`src/rtl/seq_detect_pkg.sv`:
```
// Shared types and helpers for the configurable serial pattern detector.
package seq_detect_pkg;

    typedef enum logic [1:0] {
        IDLE = 2'd0,
        HUNT = 2'd1,
        DONE = 2'd2
    } state_t;

    // Low 'len' bits set; callers slice to their history width.
    function automatic logic [31:0] len_mask(input int len);
        logic [31:0] m;
        m = '0;
        for (int i = 0; i < 32; i++) begin
            if (i < len) m[i] = 1'b1;
        end
        return m;
    endfunction

endpackage

```
`src/rtl/seq_shift_matcher.sv`:
```
// History shift register, fill counter and length-masked compare.
module seq_shift_matcher
    import seq_detect_pkg::*;
#(
    parameter int MAX_LEN = 8,
    parameter int LEN_W   = $clog2(MAX_LEN + 1)
) (
    input  logic               clk,
    input  logic               rst,
    input  logic               shift,
    input  logic               clear,
    input  logic               x_bit,
    input  logic [LEN_W-1:0]   len,
    input  logic [MAX_LEN-1:0] pattern,
    input  logic               overlap,
    output logic               hit
);

    logic [MAX_LEN-1:0] hist_q;
    logic [MAX_LEN-1:0] hist_n;
    logic [MAX_LEN-1:0] mask;
    logic [LEN_W-1:0]   fill_q;
    logic [LEN_W-1:0]   fill_n;

    assign mask   = MAX_LEN'(len_mask(int'(len)));
    assign hist_n = {hist_q[MAX_LEN-2:0], x_bit};
    assign fill_n = (fill_q == len) ? fill_q : fill_q + 1'b1;

    // Compare against the post-shift view so the hit lines up with the sample edge.
    assign hit = shift
              && (fill_n == len)
              && ((hist_n & mask) == (pattern & mask));

    always_ff @(posedge clk) begin
        if (rst || clear) begin
            hist_q <= '0;
            fill_q <= '0;
        end else if (shift) begin
            hist_q <= hist_n;
            fill_q <= (hit && !overlap) ? '0 : fill_n;
        end
    end

endmodule

```
`src/rtl/seq_detect_ctrl.sv`:
```
// Run-time configurable serial pattern detector: config, arm/disarm, match counting.
module seq_detect_ctrl
    import seq_detect_pkg::*;
#(
    parameter int MAX_LEN = 8,
    parameter int CNT_W   = 8,
    parameter int LEN_W   = $clog2(MAX_LEN + 1)
) (
    input  logic               clk,
    input  logic               rst,
    input  logic               cfg_we,
    input  logic [MAX_LEN-1:0] cfg_pattern,
    input  logic [LEN_W-1:0]   cfg_len,
    input  logic               cfg_overlap,
    input  logic [CNT_W-1:0]   cfg_target,
    input  logic               start,
    input  logic               abort,
    input  logic               X,
    input  logic               x_valid,
    output logic               Z1,
    output logic [CNT_W-1:0]   match_count,
    output logic               busy,
    output logic               done,
    output logic               cfg_err
);

    state_t state_q;
    state_t state_n;

    logic [MAX_LEN-1:0] pattern_q;
    logic [LEN_W-1:0]   len_q;
    logic               overlap_q;
    logic [CNT_W-1:0]   target_q;

    logic               cfg_legal;
    logic               shift;
    logic               clear;
    logic               hit;
    logic               err_n;
    logic [CNT_W-1:0]   cnt_inc;

    assign cfg_legal = (len_q != '0)
                    && (len_q <= LEN_W'(MAX_LEN))
                    && (target_q != '0);
    assign cnt_inc   = match_count + 1'b1;

    seq_shift_matcher #(
        .MAX_LEN (MAX_LEN),
        .LEN_W   (LEN_W)
    ) u_matcher (
        .clk     (clk),
        .rst     (rst),
        .shift   (shift),
        .clear   (clear),
        .x_bit   (X),
        .len     (len_q),
        .pattern (pattern_q),
        .overlap (overlap_q),
        .hit     (hit)
    );

    always_ff @(posedge clk) begin
        if (rst) state_q <= IDLE;
        else     state_q <= state_n;
    end

    // Abort wins over start and over any bit sampled in the same cycle.
    always_comb begin
        state_n = state_q;
        shift   = 1'b0;
        clear   = 1'b0;
        err_n   = 1'b0;
        unique case (state_q)
            IDLE: begin
                if (!cfg_we && start && !abort) begin
                    if (cfg_legal) begin
                        state_n = HUNT;
                        clear   = 1'b1;
                    end else begin
                        err_n = 1'b1;
                    end
                end
            end
            HUNT: begin
                err_n = cfg_we;
                if (abort) begin
                    state_n = IDLE;
                end else begin
                    shift = x_valid;
                    if (hit && (cnt_inc == target_q)) state_n = DONE;
                end
            end
            DONE: begin
                err_n = cfg_we;
                if (abort) begin
                    state_n = IDLE;
                end else if (start) begin
                    state_n = HUNT;
                    clear   = 1'b1;
                end
            end
            default: state_n = IDLE;
        endcase
    end

    always_ff @(posedge clk) begin
        if (rst) begin
            pattern_q   <= '0;
            len_q       <= '0;
            overlap_q   <= 1'b0;
            target_q    <= '0;
            match_count <= '0;
            Z1          <= 1'b0;
            cfg_err     <= 1'b0;
        end else begin
            Z1      <= hit;
            cfg_err <= err_n;
            if (state_q == IDLE && cfg_we) begin
                pattern_q <= cfg_pattern;
                len_q     <= cfg_len;
                overlap_q <= cfg_overlap;
                target_q  <= cfg_target;
            end
            if (clear)    match_count <= '0;
            else if (hit) match_count <= cnt_inc;
        end
    end

    assign busy = (state_q == HUNT);
    assign done = (state_q == DONE);

endmodule

```
`config.mk`:
```
export PLATFORM = sky130hd
export DESIGN_NAME = seq_detect_ctrl
export DESIGN_NICKNAME = d
export VERILOG_FILES = /design/src/rtl/seq_detect_pkg.sv /design/src/rtl/seq_shift_matcher.sv /design/src/rtl/seq_detect_ctrl.sv
export SDC_FILE = /design/constraint.sdc
export NUM_CORES = 1
export LEC_CHECK = 0
export CAP_MARGIN = 10
export CORE_ASPECT_RATIO = 0.5
export CORE_MARGIN = 2
export CORE_UTILIZATION = 48
export CTS_CLUSTER_DIAMETER = 40
export DETAILED_ROUTE_END_ITERATION = 7
export PLACE_DENSITY = 0.76
export SLEW_MARGIN = 20
export SYNTH_ARGS = -nofsm -noshare
export SYNTH_HDL_FRONTEND = slang
export SYNTH_SLANG_ARGS = --single-unit
```
`constraint.sdc`:
```
create_clock -name clk -period 2.2 [get_ports clk]
set_input_delay 0.44 -clock clk [delete_from_list [all_inputs] [get_ports clk]]
set_output_delay 0.44 -clock clk [all_outputs]
set_load 0.01 [all_outputs]
```
### Yosys cells after proc, flatten, opt, wreduce, memory -nomap -nowiden

Cells that the tools add are included.

| word-level totals | value |
|---|---|
| flip-flop bits (word level) | 44 |
| input port bits | 28 |
| output and inout bits | 12 |
| logic and storage cells | 79 |

| cells by class | value |
|---|---|
| add/sub/neg operators | 2 |
| order comparisons | 9 |
| equal/unequal tests | 10 |
| mux-type cells | 27 |
| bitwise operators | 2 |
| reduce and logical (&&, ||, !) cells | 19 |

Operator list:

| kind | number |
|---|---|
| $and A8 B8 Y8 | 2 |
| $eq A8 B8 Y1 | 2 |
| $lt A3 B4 Y1 const A | 4 |
| $mux W1 | 16 |
| $mux W2 | 6 |
| $logic_and A1 B1 Y1 | 9 |
| $add A8 B1 Y8 const B | 1 |
| $eq A4 B4 Y1 | 2 |
| $lt A1 B4 Y1 const A | 2 |
| $lt A2 B4 Y1 const A | 2 |
| $mux W4 | 2 |
| $reduce_bool A8 Y1 | 1 |
| $pmux W2 S3 | 1 |
| $add A4 B1 Y4 const B | 1 |
| $le A4 B4 Y1 const B | 1 |
| $ne A2 B2 Y1 const B | 2 |
| $pmux W1 S2 | 2 |
| $reduce_and A4 Y1 | 1 |
| $reduce_bool A4 Y1 | 1 |
| $reduce_or A2 Y1 | 2 |
| $logic_not A1 Y1 | 3 |
| $ne A3 B2 Y1 const B | 1 |
| $ne A3 B3 Y1 const B | 1 |
| $eq A2 B1 Y1 const B | 1 |
| 3 further kinds | 3 |

### Longest topological paths before layout

| depth | value |
|---|---|
| word-level depth | 9 |
| mapped depth | 10 |
| gate-level depth less buffers | 9 |

### Hierarchy

Synthesis repeated with hierarchy kept, for this count alone.

| unflattened totals | value |
|---|---|
| cell total of the unflattened synthesis | 293 |
| area, all modules | 2441.1 um^2 |

Modules (own cells, without submodules):

| module | times used | cells each | area an instance (um^2) | seq. area each (um^2) |
|---|---|---|---|---|
| seq_detect_ctrl | 1 | 206 | 1704.1 | 660.6 |
| seq_shift_matcher | 1 | 87 | 737.0 | 220.2 |

### Least setup slack after synthesis

No wires, ideal clock.

| timing path | value |
|---|---|
| path kind | reg-to-reg |
| start point | register len_q[0] |
| end point | register state_q[0] |
| setup time | 72 ps |
| arrival | 2264 ps |
| required time | 2128 ps |
| path slack | -136 ps |
| stages on the path, launching flop included | 8 |
| path buffers | 1 |
| clock period less this slack | 2336 ps |
| cell sequence | dfxtp_1 buf_2 or4_4 a221o_1 nor4_2 nand4_2 o31ai_2 mux2i_1 |

| between the ends | value |
|---|---|
| word-level cells in the longest chain between the ends | 8 |
| elaborated cells on any way between the ends | 32 |
| those cells by class | 9 x order compare; 5 x eq/ne; 9 x mux; 2 x bitwise; 7 x reduce/logical |

Ends and longest elaborated chain:

| what | RTL line | source |
|---|---|---|
| from (decl) | seq_detect_ctrl.sv:31 | `logic [LEN_W-1:0] len_q;` |
| from (signal assigned) | seq_detect_ctrl.sv:120 | `len_q <= cfg_len;` |
| $lt A1 B4 Y1 (tied with other cells) | seq_detect_pkg.sv:15 | `if (i < len) m[i] = 1'b1;` |
| $mux W1 or $mux W4 (tied branches) | seq_detect_pkg.sv:15, seq_shift_matcher.sv:27 |  |
| $and A8 B8 Y8 or $eq A4 B4 Y1 (tied branches) | seq_shift_matcher.sv:32, seq_shift_matcher.sv:31 |  |
| $eq A8 B8 Y1 or $logic_and A1 B1 Y1 (tied branches) | seq_shift_matcher.sv:32, seq_shift_matcher.sv:31 |  |
| $logic_and A1 B1 Y1 | seq_shift_matcher.sv:32 | `&& ((hist_n & mask) == (pattern & mask));` |
| $logic_and A1 B1 Y1 | seq_detect_ctrl.sv:90 | `if (hit && (cnt_inc == target_q)) state_n = DONE;` |
| $ne A3 B2 Y1 (no source line) | - |  |
| $reduce_and A4 Y1 (no source line) (*) | - |  |
| to (signal assigned) | seq_detect_ctrl.sv:64 | `else state_q <= state_n;` |
| to (decl) | seq_detect_ctrl.sv:27 | `state_t state_q;` |

Mark *: on every way between the ends. The rest lies on a longest branch, timed or not.
A chain may end at the register's enable or synchronous reset.

### Final worst setup path

| timing path | value |
|---|---|
| start point | register len_q[0] |
| end point | register state_q[1] |

The elaborated chain is that of the path after synthesis.

==> results.toml <==
[global_route]
overflow = 0
grt_max_degree = 28
grt_pass1_vias = 2307
grt_usage_pct = 24.8
grt_first_pass_wirelength_mm = 10.3
antenna_found_initial = 0

[power]
comb_power_share_pct = 33.2
pwr-share-seq_pct = 39.8
p_clk_share_pct = 27.0
internal_power_uw = 1580
switching_share_pct = 31.9
p_per_area_mw_per_mm2 = 698
p_switching_uw = 739
vdd_drop_max_mv = 0.400
leakage_uw = 0.00128

[yosys]
synth_commonest_cells = "nand2_1, dfxtp_1, a21oi_1"
syn-num-nets = 331
synth_edf_count = 0
syn-instance-count = 297
ys_types = 46
yosys_warnings = 0
ys.flop_type = "dfxtp_1"
synthArstFlopShare_pct = 0
synth_area_leaders = "dfxtp_1, nand2_1, a21oi_1"
yosysTopAreaCellShare_pct = 37.7
syn_area_per_cell_um2 = 7.87
synth_area_leader_cell = "dfxtp_1"
ys_seq_area_share_pct = 37.7
syn-cell-area_mm2 = 0.00234
yosysMostFrequentCell = "nand2_1"
synth-seq-cells = 44

[die]
start_util_pct = 51.6
fp.coreArea_mm2 = 0.00453
die_width_um = 103
die_h_um = 53.3
die_area_mm2 = 0.00548
std_cell_rows = 17
io_pins = 40

[route]
drtIter0Drc = 62
drc = 0
totalWireLength_mm = 6.28
vias = 2344
dr.pass1.iters = 4
antenna_left = 0
vias_per_cell = 5.39
wire_per_inst_um = 14.4

[placement]
placed_cells = 424
place_hpwl_mm = 4.46
gp_routability_congestion = 0.878
port_buffers = 39

[run_status]
status = "finished, violations left"
violations = "setup timing"

[worst_setup_path]
crit_family = "simple AND/OR/NAND/NOR gates"
cp_max_fo = 7
critical_path.endpoint = "state_q[1]"
r2r_cells = 7
cp-startpoint = "len_q[0]"
cp-start-kind = "flip-flop"
critical_path_class = "reg2reg"
arrival_ps = 2560
critPathSlowestCell = "or4_4"
slowest_delay_ps = 510
path_depth = 7
crit_buf_inv = 1
ff2ff_setup_slack_ps = -130
reg2reg_from = "len_q[0]"
r2r-end = "state_q[1]"
required_ps = 2440
endpoint_kind = "flip-flop"
path_cells = "or4_4 > a221o_1 > nor4_2 > nand4_2 > buf_6 > o31ai_4 > mux2i_1"

[sta]
post-route-min-period_ps = 2330
clock_skew_ps = 7.12
post-route-period-util_pct = 106
rsz0062_at_grt = "true"
max_clock_freq_mhz = 430
hold_viol = 0
maxSlewHeadroom_pct = 73.0
tns_ps = -1160
whs_ps = 474
tightest_slew_ps = 402
setup_viol = 14
fin_ws_ps = -128
final_max_slew_viol_count = 0

[min_path]
hold_path.class = "reg2reg"

[clocking]
ctsHoldBuffers = 0
cts-root-buf = "clkbuf_8"
clkLatencyLatePin_ps = 300
clock-sinks = 44
clk_pin_slew_worst_paths_ps = 80
h-tree-depth = 2
tritoncts = "yes"
numCtsBuffers = 5
cts_buffer_depth = 2

[finish]
drive_gt1_share_pct = 21.4
final_util_pct = 73.2
stdcell_count = 435
nNetsFinal = 402
antennaDiodeCount = 0
area_growth_pct = 41.9

[run]
drv_cap = 0
layout by cell type (no fill, tap or decap), types with 3 or more instances in the layout:
cell type / netlist / final
nand2_1: 67 / 67
dfxtp_1: 44 / 40
buf_4: 0 / 39
clkdlybuf4s50_1: 0 / 39
a21oi_1: 35 / 31
nor2_1: 16 / 15
xor2_1: 15 / 14
xnor2_1: 10 / 10
inv_1: 7 / 7
nand2b_1: 7 / 7
nand3_1: 6 / 6
o21ai_0: 8 / 5
or3_1: 6 / 5
ha_1: 6 / 5
clkbuf_8: 0 / 5
mux2i_1: 4 / 4
a21oi_2: 0 / 4
nor3_1: 6 / 3
a31oi_1: 4 / 3
nor3_2: 0 / 3
nor2b_1: 4 / 3
dfxtp_2: 0 / 3
kinds of logic (layout without fill, tap and decap cells):
| family | after synthesis | after routing | share of synthesized area, % |
|---|---|---|---|
| AOI/OAI and AO/OA | 68 | 68 | 18.3 |
| xor gates and xnor gates | 25 | 25 | 9.37 |
| adders and majority gates | 6 | 6 | 3.21 |
| buffers and inverters | 23 | 95 | 4.12 |
| DFF | 44 | 44 | 37.7 |
| muxes | 4 | 4 | 1.71 |
| and+or+nand+nor | 127 | 127 | 25.6 |
stage by stage:
| step | power [µW] | instance area, µm² | worst slack, ps |
|---|---|---|---|
| CTS | 2280 | 3250 | -65.8 |
| detailed placement | 1630 | 3040 | -452 |
| global placement | 1600 | 3040 | -301 |
| global route | 2430 | 3320 | -216 |
| finish | 2310 | 3320 | -128 |
| floorplan | 1350 | 2350 | 0.655 |
cell type report:
cell class,count,area (µm²)
Multi-Input combinational cell,230,1510
Fill cell,339,1210
Sequential cell,44,888
Timing Repair Buffer,80,706
Tap cell,66,82.6
Clock buffer,6,72.6
Clock inverter,2,35.0
Inverter,7,26.3
registers in the layout, summed over array words and instances (netlist names):
name              flops
cfg_err               1
target_q              8
len_q                 4
match_count           8
pattern_q             8
u_matcher.hist_q      7
u_matcher.fill_q      4
Z1                    1
state_q               2
overlap_q             1
worst reg2reg max path, stage by stage (launching register included):
cell	delay (ps)
dfxtp_4	370
or4_4	510
a221o_1	340
nor4_2	200
nand4_2	200
buf_6	190
o31ai_4	260
mux2i_1	210
power groups by stage:
stage	clock network [µW]	logic, µW	registers [µW]
after detailed placement	0	689	937
after global placement	0	670	933
after global routing	655	846	932
final	625	768	922
after floorplan	0	423	927
after CTS	626	728	921
how the worst min path moves through the flow:
stage,startpoint,to,depth (start not counted),slack [ps]
floorplan,pattern_q[6],pattern_q[6],2,450
global placement,pattern_q[7],pattern_q[7],2,460
detailed placement,overlap_q,overlap_q,2,460
CTS,pattern_q[3],pattern_q[3],2,480
global route,pattern_q[2],pattern_q[2],2,500
finish,pattern_q[3],pattern_q[3],2,470
routing by layer:
| layer | GRT usage [%] | part of all wire, % |
|---|---|---|
| met5 | 0 | 0 |
| met4 | 9.56 | 2.3 |
| met3 | 4.62 | 5.1 |
| met2 | 46.0 | 50 |
| met1 | 28.7 | 43 |
what timing repair did:
action,4_1_cts,5_1_grt
gates resized for setup,21,14
setup buffers,0,2
gates cloned,1,0
setup endpoints to repair,14,18
pin swaps,9,8
Note: power is estimated with default switching activity, not from simulation.
